## config.mk

```make
export PLATFORM = sky130hd
export DESIGN_NAME = apb_master_bridge
export DESIGN_NICKNAME = d
export VERILOG_FILES = /design/src/rtl/apb_master_bridge.sv
export SDC_FILE = /design/constraint.sdc
export NUM_CORES = 1
export LEC_CHECK = 0
export ABC_AREA = 1
export CAP_MARGIN = 20
export CORE_ASPECT_RATIO = 1.25
export CORE_MARGIN = 5
export CORE_UTILIZATION = 35
export CTS_CLUSTER_SIZE = 10
export DETAILED_ROUTE_END_ITERATION = 8
export PLACE_DENSITY = 0.8
export SLEW_MARGIN = 20
export SYNTH_ARGS = -nofsm -noshare
export SYNTH_HDL_FRONTEND = slang
export SYNTH_SLANG_ARGS = --single-unit
```

## constraint.sdc

```tcl
create_clock -name pclk -period 1.9 [get_ports pclk]
set_clock_uncertainty 0.2 [all_clocks]
set_input_delay 0.38 -clock pclk [delete_from_list [all_inputs] [get_ports pclk]]
set_output_delay 0.38 -clock pclk [all_outputs]
set_load 0.02 [all_outputs]
```

## src/rtl/apb_master_bridge.sv

```systemverilog
// APB requester: turns a valid/ready command stream into single APB transfers
// and returns read data / error / timeout status on a valid/ready response channel.
module apb_master_bridge #(
    parameter int ADDR_WIDTH     = 32,
    parameter int DATA_WIDTH     = 32,
    parameter int TIMEOUT_CYCLES = 16
) (
    input  logic                  pclk,
    input  logic                  presetn,
    input  logic                  cmd_valid,
    output logic                  cmd_ready,
    input  logic                  cmd_write,
    input  logic [ADDR_WIDTH-1:0] cmd_addr,
    input  logic [DATA_WIDTH-1:0] cmd_wdata,
    output logic                  rsp_valid,
    input  logic                  rsp_ready,
    output logic [DATA_WIDTH-1:0] rsp_rdata,
    output logic                  rsp_err,
    output logic                  rsp_timeout,
    output logic [ADDR_WIDTH-1:0] paddr,
    output logic                  psel,
    output logic                  penable,
    output logic                  pwrite,
    output logic [DATA_WIDTH-1:0] pwdata,
    input  logic [DATA_WIDTH-1:0] prdata,
    input  logic                  pready,
    input  logic                  pslverr
);

    localparam int CNT_W = (TIMEOUT_CYCLES > 0) ? $clog2(TIMEOUT_CYCLES + 1) : 1;
    localparam logic [CNT_W:0] TO_LIMIT = TIMEOUT_CYCLES[CNT_W:0];

    typedef enum logic [1:0] {IDLE, SETUP, ACCESS, RESP} state_t;

    state_t                  state, state_nxt;
    logic [CNT_W-1:0]        wait_cnt, wait_cnt_nxt;
    logic [CNT_W:0]          wait_inc;
    logic                    timeout_hit;
    logic [ADDR_WIDTH-1:0]   paddr_nxt;
    logic [DATA_WIDTH-1:0]   pwdata_nxt, rsp_rdata_nxt;
    logic                    psel_nxt, penable_nxt, pwrite_nxt;
    logic                    rsp_valid_nxt, rsp_err_nxt, rsp_timeout_nxt;

    assign cmd_ready   = (state == IDLE);
    assign wait_inc    = {1'b0, wait_cnt} + {{CNT_W{1'b0}}, 1'b1};
    // Abort fires on the edge that would be the TIMEOUT_CYCLES-th low-pready ACCESS edge.
    assign timeout_hit = (TIMEOUT_CYCLES > 0) && (wait_inc == TO_LIMIT);

    always_ff @(posedge pclk or negedge presetn) begin
        if (!presetn) begin
            state       <= IDLE;
            wait_cnt    <= '0;
            paddr       <= '0;
            pwdata      <= '0;
            pwrite      <= 1'b0;
            psel        <= 1'b0;
            penable     <= 1'b0;
            rsp_valid   <= 1'b0;
            rsp_rdata   <= '0;
            rsp_err     <= 1'b0;
            rsp_timeout <= 1'b0;
        end else begin
            state       <= state_nxt;
            wait_cnt    <= wait_cnt_nxt;
            paddr       <= paddr_nxt;
            pwdata      <= pwdata_nxt;
            pwrite      <= pwrite_nxt;
            psel        <= psel_nxt;
            penable     <= penable_nxt;
            rsp_valid   <= rsp_valid_nxt;
            rsp_rdata   <= rsp_rdata_nxt;
            rsp_err     <= rsp_err_nxt;
            rsp_timeout <= rsp_timeout_nxt;
        end
    end

    always_comb begin
        state_nxt       = state;
        wait_cnt_nxt    = wait_cnt;
        paddr_nxt       = paddr;
        pwdata_nxt      = pwdata;
        pwrite_nxt      = pwrite;
        psel_nxt        = psel;
        penable_nxt     = penable;
        rsp_valid_nxt   = rsp_valid;
        rsp_rdata_nxt   = rsp_rdata;
        rsp_err_nxt     = rsp_err;
        rsp_timeout_nxt = rsp_timeout;

        case (state)
            IDLE: begin
                psel_nxt    = 1'b0;
                penable_nxt = 1'b0;
                if (cmd_valid) begin
                    paddr_nxt  = cmd_addr;
                    pwdata_nxt = cmd_wdata;
                    pwrite_nxt = cmd_write;
                    psel_nxt   = 1'b1;
                    state_nxt  = SETUP;
                end
            end
            SETUP: begin
                penable_nxt = 1'b1;
                state_nxt   = ACCESS;
            end
            ACCESS: begin
                // A completing slave beats an expiring timeout on the same edge.
                if (pready) begin
                    rsp_rdata_nxt   = pwrite ? '0 : prdata;
                    rsp_err_nxt     = pslverr;
                    rsp_timeout_nxt = 1'b0;
                    psel_nxt        = 1'b0;
                    penable_nxt     = 1'b0;
                    rsp_valid_nxt   = 1'b1;
                    state_nxt       = RESP;
                end else if (timeout_hit) begin
                    rsp_rdata_nxt   = '0;
                    rsp_err_nxt     = 1'b1;
                    rsp_timeout_nxt = 1'b1;
                    psel_nxt        = 1'b0;
                    penable_nxt     = 1'b0;
                    rsp_valid_nxt   = 1'b1;
                    state_nxt       = RESP;
                end else begin
                    wait_cnt_nxt = wait_inc[CNT_W-1:0];
                end
            end
            RESP: begin
                if (rsp_ready) begin
                    rsp_valid_nxt = 1'b0;
                    wait_cnt_nxt  = '0;
                    state_nxt     = IDLE;
                end
            end
            default: state_nxt = IDLE;
        endcase
    end

endmodule

```

==> results of run 1 <==
[per-stage QoR]
step | hold slack [ps] | instances | util [%] | TNS [ps] | setup WS (ps)
finish | 273.3 | 892 | 56.00 | 0 | 24.22
global route | 294.0 | 892 | 56.00 | -26.47 | -21.04
CTS | 278.2 | 892 | 55.56 | 0 | 1.085
detailed placement | 264.1 | 875 | 53.68 | 0 | 58.04
global placement | 259.5 | 875 | 53.68 | 0 | 108.1
floorplan | -115.6 | 513 | - | 0 | 187.5
[kinds of logic after synthesis]
| group | Yosys count | synth area share [%] |
|---|---|---|
| adders and majority gates | 6 | 1.671 |
| AOI/OAI and AO/OA | 6 | 1.086 |
| buffers and inverters | 40 | 4.344 |
| DFF | 109 | 60.71 |
| and+or+nand+nor | 352 | 32.19 |
[worst register-to-register path: cells and delay by family, from the launching register on]
kind,cells,cell delay (ps)
flip-flops,1,410
adder cells (fa/ha/maj),1,230
buffers and inverters,1,230
AND/OR/NAND/NOR,5,590
[routing by layer]
layer  share of wire (%)  up-vias
li1                    -     1998
met1                  38     1886
met2                  53      143
met3                 7.3       22
met4                 2.4        2
met5                0.10        -
[report_power, final]
| group | switching, mW | internal, mW | total (mW) |
|---|---|---|---|
| clock | 0.844 | 1.16 | 2.01 |
| combinational | 3.12 | 2.11 | 5.23 |
| sequential | 0.525 | 3.34 | 3.87 |
| total | 4.48 | 6.62 | 11.1 |
[cell type report]
| class | count | area [um2] |
|---|---|---|
| clock buffers | 11 | 232.7 |
| clock inverters | 5 | 83.83 |
| fillers | 1154 | 5572 |
| inverters | 15 | 56.30 |
| multi-input cells | 364 | 1575 |
| flip-flops and latches | 109 | 2728 |
| well taps | 168 | 210.2 |
| repair buffers | 220 | 2205 |
[worst min-delay path by stage]
stage                     startpoint   endpoint  slack [ps]  cells after the start
after floorplan              presetn   paddr[0]        -120                      0
after global placement       penable    penable         260                      2
after detailed placement   paddr[11]  paddr[11]         260                      2
after CTS                  paddr[11]  paddr[11]         280                      2
after global routing       pwdata[1]  pwdata[1]         290                      2
final                      pwdata[3]  pwdata[3]         270                      2
[state kept, by name, indices dropped and copies added, names as in the netlist, 2 cells and up]
signal     count
rsp_rdata     32
state          2
pwdata        32
paddr         32
wait_cnt       5
[timing repair]
| action | 4_1_cts | 5_1_grt |
|---|---|---|
| endpoints found under the setup margin | 72 | 41 |
| hold buffers | 1 | 0 |
| resized for setup | 74 | 25 |
| endpoints found under the hold margin | 109 | 0 |
[cell usage in the layout (no fill, tap or decap), types with 2 or more instances in the layout]
cell and n:
nand3_1 38, clkbuf_1 2, dlygate4sd2_1 71, nand2_2 4, nand2_1 292, clkdlybuf4s50_1 110
nand4_1 6, bufinv_16 2, clkinvlp_4 2, nand3_2 3, o21ai_0 2, dlymetal6s2s_1 22
buf_12 6, ha_1 5, buf_4 8, clkbuf_16 9, inv_1 14, nor2_1 5
dfrtp_1 109
==> impl_metrics.ini, run 1 <==
[clocking]
root_buffer = clkbuf_16
htree_levels = 3
cts_tree = yes
post-cts-setup-buffers = 0
cts_made_buffers = 9
cts.sinks = 109
clk_path_buf_depth = 2
clock_latency_ps = 340
clk_pin_slew_ps = 70

[placed_design]
dp_hpwl_um = 9146
port_buffers = 205
dpl_cell_area_um2 = 6797
gp_congestion = 0.7625

[worst_setup_path]
crit_slowest_cell = clkdlybuf4s50_1
reg2reg_depth = 7
r2r_end = rsp_rdata[3]
cp.depth = 1
critPathCapture = rsp_rdata[22]
path_buf_inv = 1
reg2reg_from = wait_cnt[0]
crit_required_ps = 1320
critPathMaxFanout = 2
path_cells = clkdlybuf4s50_1
cp-end-kind = primary output
critPathLaunchType = flop
critPathLaunch = rsp_rdata[22]
r2r_setup_slack_ps = 120
crit_family = buffers and inverters
crit_arrival_ps = 1300
cp_slowest_stage_delay_ps = 610
worst-setup-path-type = reg -> out

[logic_synthesis]
synth_top_cell_by_area = dfrtp_1
synth_most_common_cell = nand2_1
yosys-top-cells-area = dfrtp_1, nand2_1, nand3_1, ha_1, inv_1
syn_avg_cell_area_um2 = 8.758
syn-num-nets = 622
synthArstFlopShare_pct = 100.0
synth_top_area_share_pct = 60.71
synth_edf_count = 0
ys_ff_latch = 109
synthFlopType = dfrtp_1
synth.cell_area_um2 = 4493
synthCells = 513
ys.warnings.count = 0
synth.distinct_cells = 23
yosysSeqAreaShare_pct = 60.71
synth.top_cells.by_count = nand2_1, dfrtp_1, nand3_1

[global_routing]
grt_max_degree = 110
grt_pass1_wl_um = 20330
use_met1_pct = 19.31
busiest_layer = met2
grt_pass1_vias = 4008
met2_usage_pct = 28.37
grt_usage_pct = 16.53
grt-ovfl-total = 0
antenna_found_initial = 1
met3_usage_pct = 4.865

[sta]
fin_crit_sh_pct = 98.73
tightestPinTransition_ps = 577.8
final-hold-violation-count = 0
setup_violations = 0
worst_slew_margin_rel_pct = 61.48
fin_crit_ps = 1876
fmax_mhz = 533.1
slew_viol_final = 0

[routing]
drc = 0
drt-total-wl_um = 12670
drtPass1Iterations = 4
dr_total_vias = 4051
wl_per_cell_um = 14.20
drtAntennaViolNets = 0
vias_per_cell = 4.541
drt_iter0_drc = 213

[die]
fp.dieW_um = 111.3
die_h_um = 136.7
core_area_um2 = 12660
start_util_pct = 35.48
die-area_um2 = 15220
ios = 206
num_rows = 46

[power_and_ir_drop]
power_density_nw_per_um2 = 1566
total_power_mw = 11.10
vdd_drop_max_mv = 0.6281
p_leak_nw = 3.976

[status]
outcome = completed

[finish]
syn_to_final_growth_pct = 57.81
fin_area_um2 = 7091
fin_nets = 828
antenna_cells = 0
drive_above_1_share_pct = 6.215

[flow_run]
maxCapViolations = 0

[hold_path]
holdCritPathClass = reg -> reg
No activity file was read; power rests on OpenSTA's default activity.
==> inputs of run 2 (changes only) <==
--- a/config.mk
+++ b/config.mk
@@ -6,6 +6,7 @@
 export NUM_CORES = 1
 export LEC_CHECK = 0
 export ABC_AREA = 1
+export ABC_CLOCK_PERIOD_IN_PS = 1900
 export CAP_MARGIN = 20
 export CORE_ASPECT_RATIO = 1.25
 export CORE_MARGIN = 5
==> results of run 2 <==
Same layout as run 1: the final DEF is identical, and so are final timing and power.
==> inputs of run 3 (changes only) <==
--- a/config.mk
+++ b/config.mk
@@ -7,7 +7,7 @@
 export LEC_CHECK = 0
 export ABC_AREA = 1
 export ABC_CLOCK_PERIOD_IN_PS = 1900
-export CAP_MARGIN = 20
+export CAP_MARGIN = 25
 export CORE_ASPECT_RATIO = 1.25
 export CORE_MARGIN = 5
 export CORE_UTILIZATION = 35
==> constraint.sdc (replaced) <==
create_clock -name pclk -period 1.9 [get_ports pclk]
set_clock_uncertainty 0.2 [all_clocks]
set_input_delay 0.38 -clock pclk [delete_from_list [all_inputs] [get_ports pclk]]
set_output_delay 0.38 -clock pclk [all_outputs]
set_load 0.01 [all_outputs]
==> impl_metrics.ini, run 3 (synthesized netlist as in run 1, its figures left out) <==
[sta]
tightestPinTransition_ps = 515.3
worst_slew_margin_rel_pct = 65.65
fin_crit_ps = 1853
fin_crit_sh_pct = 97.52
slew_viol_final = 0
fmax_mhz = 539.7
setup_violations = 0
final-hold-violation-count = 0

[global_routing]
grt_pass1_wl_um = 19960
grt_pass1_vias = 3976
grt-ovfl-total = 0
antenna_found_initial = 1
grt_usage_pct = 16.24
grt_max_degree = 69

[clocking]
cts_tree = yes
cts.sinks = 109
clk_pin_slew_ps = 70
root_buffer = clkbuf_16
cts_made_buffers = 9
htree_levels = 3
post-cts-setup-buffers = 0
clock_latency_ps = 330
clk_path_buf_depth = 2

[placed_design]
port_buffers = 205
dp_cells = 874
dp_hpwl_um = 9227
gp_congestion = 0.7770

[finish]
post_layout_nonfiller_instances = 891
antenna_cells = 0
finish.utilization_pct = 55.91
largestRegisters = paddr x32, pwdata x32, rsp_rdata x32
syn_to_final_growth_pct = 57.56
nFillCells = 1128
final_common_cell = nand2_1
final_cell_mix = nand2_1, clkdlybuf4s50_1, dfrtp_1, nand3_1, inv_1
fin_nets = 827
drive_above_1_share_pct = 6.224

[worst_setup_path]
worst-setup-path-type = reg -> out
crit_arrival_ps = 1270
critPathLaunchType = flop
crit_required_ps = 1320
cp-end-kind = primary output
critPathMaxFanout = 2

[routing]
drtAntennaViolNets = 0
drt_iter0_drc = 252
drt-total-wl_um = 12480
vias_per_cell = 4.468
wl_per_cell_um = 14.01
dr_total_vias = 3981
drc = 0
drtPass1Iterations = 4

[power_and_ir_drop]
power_density_nw_per_um2 = 1499
vdd_drop_max_mv = 0.7837
p_leak_nw = 3.518

[status]
outcome = completed

[die]
die_h_um = 136.7
core_area_um2 = 12660
fp.dieW_um = 111.3
die-area_um2 = 15220
start_util_pct = 35.48
ios = 206
num_rows = 46

[flow_run]
maxCapViolations = 0

[hold_path]
holdCritPathClass = reg -> reg
run 3: final timing paths:
path / startpoint / endpoint / slack (ps) / cells past startpoint
worst max-delay path: state[0] / cmd_ready / 50 / 3
worst min-delay path: paddr[26] / paddr[26] / 280 / 2
worst max register to register: wait_cnt[0] / rsp_err / 100 / 7
worst min register to register: paddr[26] / paddr[26] / 280 / 2
max in group asynchronous: presetn / pwdata[17] / 640 / 3
min in group asynchronous: presetn / paddr[18] / 390 / 3
run 3: area by class of cell:
| class | instances | area (um2) | area share [%] |
|---|---|---|---|
| Multi-Input combinational cell | 364 | 1578 | 22.29 |
| Tap cell | 168 | 210.2 | 2.969 |
| Inverter | 15 | 56.30 | 0.7953 |
| Timing Repair Buffer | 219 | 2230 | 31.50 |
| Clock buffer | 10 | 229.0 | 3.234 |
| Clock inverter | 6 | 48.80 | 0.6893 |
| Sequential cell | 109 | 2728 | 38.53 |
run 3: what timing repair did:
item                                   4_1_cts  5_1_grt
hold buffers                                 1        0
gates resized for setup                      2        6
setup endpoints to repair                    2       35
endpoints found under the hold margin      109        0
run 3: report_power, final:
part,internal [mW],leakage [nW],total [mW],switching [mW]
clock,0.903,0.137,1.75,0.850
sequential,3.34,1.38,3.92,0.571
combinational,2.60,2.01,4.94,2.34
total,6.85,3.52,10.6,3.76
run 3: through the flow:
| step | worst slack, ps | area [um2] | power (mW) | hold WS, ps | TNS (ps) |
|---|---|---|---|---|---|
| final | 47.19 | 7079 | 10.61 | 277.4 | 0 |
| after global routing | -5.110 | 7079 | 11.36 | 298.5 | -5.110 |
| after CTS | 28.75 | 7062 | 10.77 | 283.4 | 0 |
| after detailed placement | 51.47 | 6777 | 8.969 | 218.4 | 0 |
| after global placement | 120.6 | 6777 | 8.861 | 218.0 | 0 |
| after floorplan | 246.0 | 4493 | 6.082 | -115.6 | 0 |
run 3: layer usage:
| layer | GRT usage, % | share of wire [%] | vias to the layer above |
|---|---|---|---|
| li1 | - | - | 1992 |
| met1 | 18.71 | 40 | 1848 |
| met2 | 28.97 | 52 | 124 |
| met3 | 4.600 | 6.3 | 15 |
| met4 | 5.747 | 1.6 | 2 |
| met5 | 0 | 0.16 | - |
run 3: critical path, cell delays in order, from the launching register on:
cell and delay (ps):
dfrtp_1 380, inv_1 90, ha_1 190, dlygate4sd2_1 290
